## src/rtl/ripple_cap_pkg.sv

```systemverilog
// Shared types and constants for the ripple counter capture block.
package ripple_cap_pkg;

  typedef enum logic {
    INIT  = 1'b0,
    TRACK = 1'b1
  } trk_state_t;

  typedef enum logic {
    EMPTY = 1'b0,
    FULL  = 1'b1
  } out_state_t;

  localparam int MIN_SYNC_STAGES = 2;

endpackage

```

## src/rtl/sync_ff_chain.sv

```systemverilog
// Per-bit multi-flop synchroniser with synchronous reset.
// Each bit gets its own independent flop chain.
module sync_ff_chain #(
  parameter int WIDTH  = 4,
  parameter int STAGES = 2
) (
  input  logic             clk,
  input  logic             rst,
  input  logic [WIDTH-1:0] d,
  output logic [WIDTH-1:0] q
);

  for (genvar gi = 0; gi < WIDTH; gi++) begin : g_bit
    logic [STAGES-1:0] chain_q;
    logic [STAGES-1:0] chain_d;

    always_comb begin
      chain_d = {chain_q[STAGES-2:0], d[gi]};
    end

    always_ff @(posedge clk) begin
      if (rst) begin
        chain_q <= '0;
      end else begin
        chain_q <= chain_d;
      end
    end

    assign q[gi] = chain_q[STAGES-1];
  end

endmodule

```

## src/rtl/ripple_count_capture.sv

```systemverilog
// Carries an asynchronous ripple counter into the clk domain, extends it to EXT_W
// bits and offers snapshots over valid/ready. Optional macro: STEP_CHECK_EN.
module ripple_count_capture
  import ripple_cap_pkg::*;
#(
  parameter int CNT_W       = 4,
  parameter int EXT_W       = 16,
  parameter int SYNC_STAGES = 2,
  parameter int MAX_STEP    = 4
) (
  input  logic             clk,
  input  logic             rst,
  input  logic [CNT_W-1:0] q_async,
  output logic [EXT_W-1:0] ext_count,
  output logic             wrap,
  input  logic             snap_req,
  output logic [EXT_W-1:0] snap_data,
  output logic             snap_valid,
  input  logic             snap_ready,
  output logic             snap_ovr,
  output logic             step_err
);

  if (SYNC_STAGES < MIN_SYNC_STAGES || EXT_W <= CNT_W || MAX_STEP < 1) begin : g_param_check
    $error("ripple_count_capture: illegal parameter combination");
  end

  logic [CNT_W-1:0] s_cur;
  logic [CNT_W-1:0] s_prev_q;
  logic [CNT_W-1:0] s_prev_d;
  logic [CNT_W-1:0] acc_q;
  logic [CNT_W-1:0] acc_d;
  logic [CNT_W-1:0] delta;
  logic [EXT_W-1:0] ext_count_q;
  logic [EXT_W-1:0] ext_count_d;
  logic [EXT_W-1:0] snap_data_q;
  logic [EXT_W-1:0] snap_data_d;
  logic             wrap_q;
  logic             wrap_d;
  logic             snap_ovr_q;
  logic             snap_ovr_d;
  logic             stable;
  logic             accept;

  trk_state_t trk_state_q;
  trk_state_t trk_state_d;
  out_state_t out_state_q;
  out_state_t out_state_d;

  sync_ff_chain #(
    .WIDTH  (CNT_W),
    .STAGES (SYNC_STAGES)
  ) u_sync (
    .clk (clk),
    .rst (rst),
    .d   (q_async),
    .q   (s_cur)
  );

  // A value is trusted only once it has been seen on two consecutive cycles,
  // so ripple transients shorter than a clock never reach the accumulator.
  always_comb begin
    s_prev_d = s_cur;
  end

  assign stable = (s_cur == s_prev_q);
  assign delta  = s_cur - acc_q;
  assign accept = (trk_state_q == TRACK) && stable && (s_cur != acc_q);

  // Tracking FSM: state register
  always_ff @(posedge clk) begin
    if (rst) begin
      trk_state_q <= INIT;
    end else begin
      trk_state_q <= trk_state_d;
    end
  end

  // Tracking FSM: next state
  always_comb begin
    trk_state_d = trk_state_q;
    case (trk_state_q)
      INIT:    if (stable) trk_state_d = TRACK;
      TRACK:   trk_state_d = TRACK;
      default: trk_state_d = INIT;
    endcase
  end

  // Tracking FSM: accumulator and wrap detection
  always_comb begin
    acc_d       = acc_q;
    ext_count_d = ext_count_q;
    wrap_d      = 1'b0;
    case (trk_state_q)
      INIT: begin
        if (stable) begin
          acc_d       = s_cur;
          ext_count_d = {{(EXT_W-CNT_W){1'b0}}, s_cur};
        end
      end
      TRACK: begin
        if (accept) begin
          acc_d       = s_cur;
          ext_count_d = ext_count_q + {{(EXT_W-CNT_W){1'b0}}, delta};
          wrap_d      = (s_cur < acc_q);
        end
      end
      default: begin
        acc_d = acc_q;
      end
    endcase
  end

  // Output FSM: state register
  always_ff @(posedge clk) begin
    if (rst) begin
      out_state_q <= EMPTY;
    end else begin
      out_state_q <= out_state_d;
    end
  end

  // Output FSM: next state; a request while draining keeps the slot full
  always_comb begin
    out_state_d = out_state_q;
    case (out_state_q)
      EMPTY:   if (snap_req) out_state_d = FULL;
      FULL:    if (snap_ready && !snap_req) out_state_d = EMPTY;
      default: out_state_d = EMPTY;
    endcase
  end

  // Output FSM: capture uses ext_count_d so the current cycle's update is included
  always_comb begin
    snap_data_d = snap_data_q;
    snap_ovr_d  = snap_ovr_q;
    case (out_state_q)
      EMPTY: begin
        if (snap_req) snap_data_d = ext_count_d;
      end
      FULL: begin
        if (snap_ready) begin
          if (snap_req) snap_data_d = ext_count_d;
        end else if (snap_req) begin
          snap_ovr_d = 1'b1;
        end
      end
      default: begin
        snap_ovr_d = snap_ovr_q;
      end
    endcase
  end

  always_ff @(posedge clk) begin
    if (rst) begin
      s_prev_q    <= '0;
      acc_q       <= '0;
      ext_count_q <= '0;
      wrap_q      <= 1'b0;
      snap_data_q <= '0;
      snap_ovr_q  <= 1'b0;
    end else begin
      s_prev_q    <= s_prev_d;
      acc_q       <= acc_d;
      ext_count_q <= ext_count_d;
      wrap_q      <= wrap_d;
      snap_data_q <= snap_data_d;
      snap_ovr_q  <= snap_ovr_d;
    end
  end

`ifdef STEP_CHECK_EN
  localparam logic [CNT_W:0] STEP_LIMIT = (CNT_W+1)'(MAX_STEP);

  logic step_err_q;
  logic step_err_d;

  // The full delta is still accumulated; the flag only reports the violation.
  always_comb begin
    step_err_d = step_err_q;
    if (accept && ({1'b0, delta} > STEP_LIMIT)) step_err_d = 1'b1;
  end

  always_ff @(posedge clk) begin
    if (rst) begin
      step_err_q <= 1'b0;
    end else begin
      step_err_q <= step_err_d;
    end
  end

  assign step_err = step_err_q;
`else
  assign step_err = 1'b0;
`endif

  assign ext_count  = ext_count_q;
  assign wrap       = wrap_q;
  assign snap_data  = snap_data_q;
  assign snap_valid = (out_state_q == FULL);
  assign snap_ovr   = snap_ovr_q;

endmodule
```

## config.mk

```make
export PLATFORM = sky130hd
export DESIGN_NAME = ripple_count_capture
export DESIGN_NICKNAME = d
export VERILOG_FILES = /design/src/rtl/ripple_cap_pkg.sv /design/src/rtl/sync_ff_chain.sv /design/src/rtl/ripple_count_capture.sv
export SDC_FILE = /design/constraint.sdc
export NUM_CORES = 1
export LEC_CHECK = 0
export CORE_UTILIZATION = 40
export DETAILED_ROUTE_END_ITERATION = 10
export GPL_ROUTABILITY_DRIVEN = 0
export PLACE_DENSITY = 0.63
export SYNTH_ARGS = -nofsm -noshare
export SYNTH_HDL_FRONTEND = slang
export SYNTH_SLANG_ARGS = --single-unit
```

## constraint.sdc

```tcl
create_clock -name clk -period 2.5 [get_ports clk]
set_clock_uncertainty 0.05 [all_clocks]
set_input_delay 0.25 -clock clk [delete_from_list [all_inputs] [get_ports clk]]
set_output_delay 0.25 -clock clk [all_outputs]
set_load 0.005 [all_outputs]
```

==> run_results.csv, run 1 <==
group,metric,value,unit
synthesis,ys_types,46,
clock_tree,clk_path_buf_depth,2,
pwr,leakage,1.248,nW
grt,antenna_found_initial,0,
sta,setup_viol_count_final,11,
final_layout,antenna_cells,0,
sta,report.final.slew_viol_count,0,
grt,grt_max_degree,30,
sta,rsz0062_at_grt,"yes",
die,coreArea,5608,sq um
route,wl_per_cell,14.96,um
pwr,p_per_area,534.5,nW/um^2
synthesis,synth-seq-area-share,0.4418,
sta,setup_ws,-0.08936,ns
synthesis,synth_top_cells_by_area,"dfxtp_1 44%, mux2i_1 5.9%, nor2b_1 5.8%",
place,io_buffers,42,
worst_setup_path,worstSetupEndpointType,"flop",
pwr,ir_drop,0.3268,mV
grt,grt_pass1_wl,8901,um
worst_setup_path,critPathKind,"flop to flop",
final_layout,drive_gt1_frac,0.2182,
synthesis,yosysWarningCount,0,
grt,grt_overflow,0,
sta,period_minus_slack,2.589,ns
die,num_io_pins,44,
synthesis,syn_area_per_cell,9.616,sq um
synthesis,yosysTopAreaCellShare,0.4418,
place,dp_hpwl,3861,um
clock_tree,cts_tree,"done",
synthesis,async_flop_share,0,
sta,maxSlewHeadroom,0.5369,
synthesis,synth_area,2356,sq um
final_layout,fin_cells,379,
outcome,violations,"negative setup slack",
synthesis,synth.largest_area_cell,"dfxtp_1",
outcome,status,"complete, but fails checks",
final_layout,nFillCells,526,
sta,hold_viol_final,0,
route,drc,0,
clock_tree,postCtsHoldBufs,0,
worst_setup_path,cp_max_fo,5,
route,first_iter_violations,133,
clock_tree,clk_pin_slew_worst_paths,0.10,ns
synthesis,synth_cells,245,
sta,finalCritPeriodShare,1.036,
route,num_vias,1977,
final_layout,area_growth,37.44,%
route,drt_pass1_iterations,4,
synthesis,ys.flop_type,"dfxtp_1",
clock_tree,insertion_delay,0.30,ns
worst_setup_path,worstPathRequired,2.70,ns
job,cap_violations,0,
clock_tree,clock-sinks,52,
route,postRouteAntennaNets,0,
die,die_x,78.75,um
clock_tree,cts_max_level,2,
synthesis,ys_seq_elements,52,
sta,setup-tns-final,-0.6432,ns
final_layout,nets,324,
worst_setup_path,cp-start-kind,"flop",
grt,track_usage,0.1845,
die,die_area,6201,sq um
worst_setup_path,cp.arrival,2.79,ns
synthesis,synth_nets,263,
sta,tightest_slew,0.6921,ns
die,rows,27,
worst_hold_path,holdCritPathClass,"flop to flop",
sta,fmax,386.2,MHz
route,vias_per_cell,5.216,
die,start_util,0.4201,
clock_tree,cts_made_buffers,5,
die,fp.dieH,78.75,um
synthesis,synth_edf_count,0,
place,dp.cells,366,
grt,grt_pass1_vias,1874,
clock_tree,clock-root-buffer,"clkbuf_8",
route,drt_wl_total,5668,um
-- per-stage QoR --
step | hold slack, ns | instance area (sq um) | total power [W] | utilization | worst slack [ns]
6_report | 0.3936 | 3238 | 0.001731 | 0.5774 | -0.08936
5_1_grt | 0.4061 | 3238 | 0.001810 | 0.5774 | -0.2109
4_1_cts | 0.3971 | 3110 | 0.001692 | 0.5547 | -0.09469
3_5_place_dp | 0.3756 | 2963 | 0.001203 | 0.5283 | -0.1400
3_3_place_gp | 0.3685 | 2963 | 0.001200 | 0.5283 | -0.1254
2_1_floorplan | 0.3207 | 2370 | 0.001088 | - | 0.002815
-- placed cells by master, fill, tap and decap left out, types with 2 or more instances in the layout --
cell type / count
a31oi_1: 2
a21oi_2: 2
ha_1: 5
nand3_1: 4
nand4_1: 9
nor3_1: 4
clkdlybuf4s50_1: 42
dfxtp_2: 4
o21ai_0: 9
o31ai_2: 2
buf_4: 21
buf_6: 4
a22o_1: 9
mux2i_1: 13
xor2_1: 2
fa_2: 2
inv_1: 6
a211oi_2: 2
dfxtp_1: 48
a21oi_1: 5
nor2_1: 28
nand2_1: 9
inv_2: 3
a211oi_1: 3
clkbuf_8: 5
xnor2_1: 6
nor2b_1: 21
a222oi_1: 2
ha_4: 3
nor4b_4: 2
-- critical path, stage by stage, from the launching register on --
cell and delay, ns:
dfxtp_2 0.36, buf_4 0.16, fa_2 0.37, xor2_1 0.15
ha_1 0.33, or2_4 0.29, a31o_4 0.25, nand4_1 0.13
mux2i_2 0.28, nor2b_1 0.15
-- area by class of cell --
| class | count | area [sq um] | area share |
|---|---|---|---|
| Multi-Input combinational cell | 171 | 1356 | 0.4189 |
| Sequential cell | 52 | 1046 | 0.3230 |
| Timing Repair Buffer | 67 | 623.1 | 0.1924 |
| Tap cell | 72 | 90.09 | 0.02782 |
| Clock buffer | 6 | 72.57 | 0.02241 |
| Inverter | 9 | 33.78 | 0.01043 |
| Clock inverter | 2 | 16.27 | 0.005023 |
-- Yosys cell counts, types with 3 or more instances --
cell and number:
nand2_1 10, o21ai_0 10, dfxtp_1 52, mux2i_1 14, ha_1 8, nor2_1 28, a31oi_1 3, xnor2_1 6
nor3_1 4, nand3_1 4, a211oi_1 5, nor2b_1 22, nand4_1 9, a21oi_1 7, inv_1 9, a22o_1 9
clkbuf_1 9
-- sequential cells by signal (all words and copies together) (netlist names) --
name,flops
acc_q,4
ext_count,16
s_prev_q,4
snap_data,16
snap_ovr,1
snap_valid,1
trk_state_q,1
u_sync.g_bit.chain_q,8
wrap,1
-- metal layers --
| metal | global-route usage | wire (um) | up-vias |
|---|---|---|---|
| met3 | 0.03218 | 206 | 9 |
| met1 | 0.2543 | 2800 | 938 |
| li1 | - | - | 990 |
| met2 | 0.2730 | 2578 | 40 |
| met4 | 0.09815 | 81 | 0 |
| met5 | 0 | 0 | - |
-- report_power, final --
group	internal [W]	switching (W)	total, W
clock network	0.000200	0.000281	0.000481
registers	0.000856	0.0000217	0.000878
logic	0.000180	0.000192	0.000372
-- logic make-up after synthesis --
family | after synthesis | share of synthesized area
buffers and inverters | 22 | 0.04301
AND/OR/NAND/NOR | 91 | 0.2156
AO/OA/AOI/OAI | 47 | 0.1492
adder cells (fa/ha/maj) | 10 | 0.05948
other | 1 | 0.001592
XOR/XNOR | 8 | 0.02974
multiplexers | 14 | 0.05948
flip-flops | 52 | 0.4418
-- repair_timing --
item,in CTS,in global routing
pin swaps,13,12
buffers inserted,1,4
resized for setup,13,20
setup endpoints to repair,18,26
-- path summary, 6_finish.rpt --
check	start	end	slack [ns]	depth (start not counted)
worst min register to register	u_sync.g_bit[1].chain_q[0]	u_sync.g_bit[1].chain_q[1]	0.39	1
worst max register to register	u_sync.g_bit[1].chain_q[1]	ext_count[5]	-0.09	9
worst max-delay path	u_sync.g_bit[1].chain_q[1]	ext_count[5]	-0.09	9
worst min-delay path	u_sync.g_bit[1].chain_q[0]	u_sync.g_bit[1].chain_q[1]	0.39	1
No activity file was read; power rests on OpenSTA's default activity.
==> run 2: changes to the inputs <==
- CORE_MARGIN: unset -> 3
==> run 2 against run 1 <==
Worst hold slack worse by 0.0017 ns. Via count up 0.25%. Clock power up 23%. Core utilization up 0.85 points. Global-route usage down 1.5 points. Critical path type unchanged. Total power up 6.3%. Sequential share of layout area down 0.47 points. Largest cell class unchanged. First-iteration DRC count down 25%. Non-clock buffer count down 1. The flow still finishes with violations (negative setup slack). Worst setup slack worse by 0.039 ns.
==> run_results.csv, run 2 (synthesized netlist as in run 1, its figures left out) <==
group,metric,value,unit
sta,tightest_slew,0.8065,ns
pwr,power,0.001840,W
final_layout,area_growth,39.46,%
grt,grt_max_degree,31,
die,start_util,0.4201,
pwr,p_per_area,560.0,nW/um^2
route,first_iter_violations,100,
outcome,violations,"negative setup slack",
place,dp_hpwl,3954,um
worst_setup_path,worstSetupEndpointType,"flop",
place,place_area,2955,sq um
grt,track_usage,0.1700,
sta,period_minus_slack,2.628,ns
route,vias_per_cell,5.243,
pwr,leakage,1.263,nW
final_layout,final_cell_area,3286,sq um
outcome,status,"complete, but fails checks",
sta,rsz0062_at_grt,"yes",
sta,fmax,380.5,MHz
route,drt_pass1_iterations,5,
sta,setup_ws,-0.1279,ns
die,die_x,82.75,um
clock_tree,cts_made_buffers,5,
worst_setup_path,worstPathRequired,2.69,ns
route,postRouteAntennaNets,0,
route,drt_wl_total,5714,um
route,wl_per_cell,15.12,um
sta,finalCritPeriodShare,1.051,
clock_tree,insertion_delay,0.32,ns
final_layout,final_cell_mix,"48 x dfxtp_1, 42 x clkdlybuf4s50_1, 28 x nor2_1",
final_layout,utilization,0.5859,
worst_setup_path,cp_max_fo,5,
route,drc,0,
sta,setup_viol_count_final,12,
route,num_vias,1982,
grt,grt_pass1_vias,1759,
grt,grt_pass1_wl,8763,um
clock_tree,clk_pin_slew_worst_paths,0.09,ns
worst_setup_path,cp.arrival,2.82,ns
die,rows,27,
worst_setup_path,critPathKind,"flop to flop",
sta,report.final.slew_viol_count,0,
grt,grt_overflow,0,
place,io_buffers,42,
job,cap_violations,0,
sta,maxSlewHeadroom,0.4604,
sta,setup-tns-final,-0.7809,ns
worst_setup_path,cp-start-kind,"flop",
final_layout,mostFrequentLayoutCell,"dfxtp_1",
final_layout,fin_cells,378,
pwr,ir_drop,0.2643,mV
sta,hold_viol_final,0,
clock_tree,cts_tree,"done",
die,num_io_pins,44,
place,dp.cells,365,
clock_tree,clk_path_buf_depth,2,
die,die_area,6847,sq um
final_layout,nets,323,
clock_tree,cts_max_level,2,
clock_tree,clock-sinks,52,
clock_tree,clock-root-buffer,"clkbuf_8",
final_layout,antenna_cells,0,
grt,antenna_found_initial,0,
worst_hold_path,holdCritPathClass,"flop to flop",
clock_tree,postCtsHoldBufs,0,
final_layout,drive_gt1_frac,0.2288,
die,coreArea,5608,sq um
die,fp.dieH,82.75,um
==> run 2: worst max-delay path: stages (launching register included) <==
cell      delay (ns)
dfxtp_2         0.36
inv_2           0.06
buf_4           0.13
fa_2            0.61
ha_4            0.21
a211o_4         0.36
a31o_4          0.25
a21oi_1         0.23
o31ai_4         0.09
a211oi_2        0.21
==> run 2: path summary, 6_finish.rpt <==
check	from	endpoint	slack, ns	cells after the start
min	u_sync.g_bit[0].chain_q[0]	u_sync.g_bit[0].chain_q[1]	0.39	1
min reg2reg	u_sync.g_bit[0].chain_q[0]	u_sync.g_bit[0].chain_q[1]	0.39	1
max reg2reg	acc_q[1]	snap_data[13]	-0.13	9
max	acc_q[1]	snap_data[13]	-0.13	9
==> run 2: power breakdown <==
| part | internal, W | switching, W | total, W | leakage (nW) |
|---|---|---|---|---|
| sequential | 0.000856 | 0.0000218 | 0.000878 | 0.425 |
| clock | 0.000302 | 0.000290 | 0.000592 | 0.0548 |
| combinational | 0.000174 | 0.000196 | 0.000371 | 0.783 |
==> run 2: timing repair <==
| action | CTS | global route |
|---|---|---|
| pin swaps | 16 | 10 |
| setup buffers | 2 | 3 |
| setup endpoints to repair | 16 | 23 |
| gates resized for setup | 17 | 17 |
==> run 2: per-layer routing <==
metal  global-route usage  vias up  routed length [um]
li1                     -      986                   -
met5                    0        -                   0
met3              0.04121        8                 269
met2               0.2420       60                2468
met4              0.06209        0                  97
met1               0.2473      928                2879
==> run 2: per-stage QoR <==
stage	hold slack (ns)	setup WS, ns
2_1_floorplan	0.3207	0.002815
3_3_place_gp	0.3682	-0.1156
3_5_place_dp	0.3720	-0.1443
4_1_cts	0.3922	-0.1087
5_1_grt	0.4041	-0.2053
6_report	0.3919	-0.1279
==> run 2: cell type report <==
cell class | count | area [sq um]
Tap cell | 72 | 90.09
Clock inverter | 3 | 46.29
Sequential cell | 52 | 1046
Clock buffer | 5 | 68.82
Inverter | 9 | 33.78
Multi-Input combinational cell | 171 | 1396
Timing Repair Buffer | 66 | 604.3
Fill cell | 514 | 2322
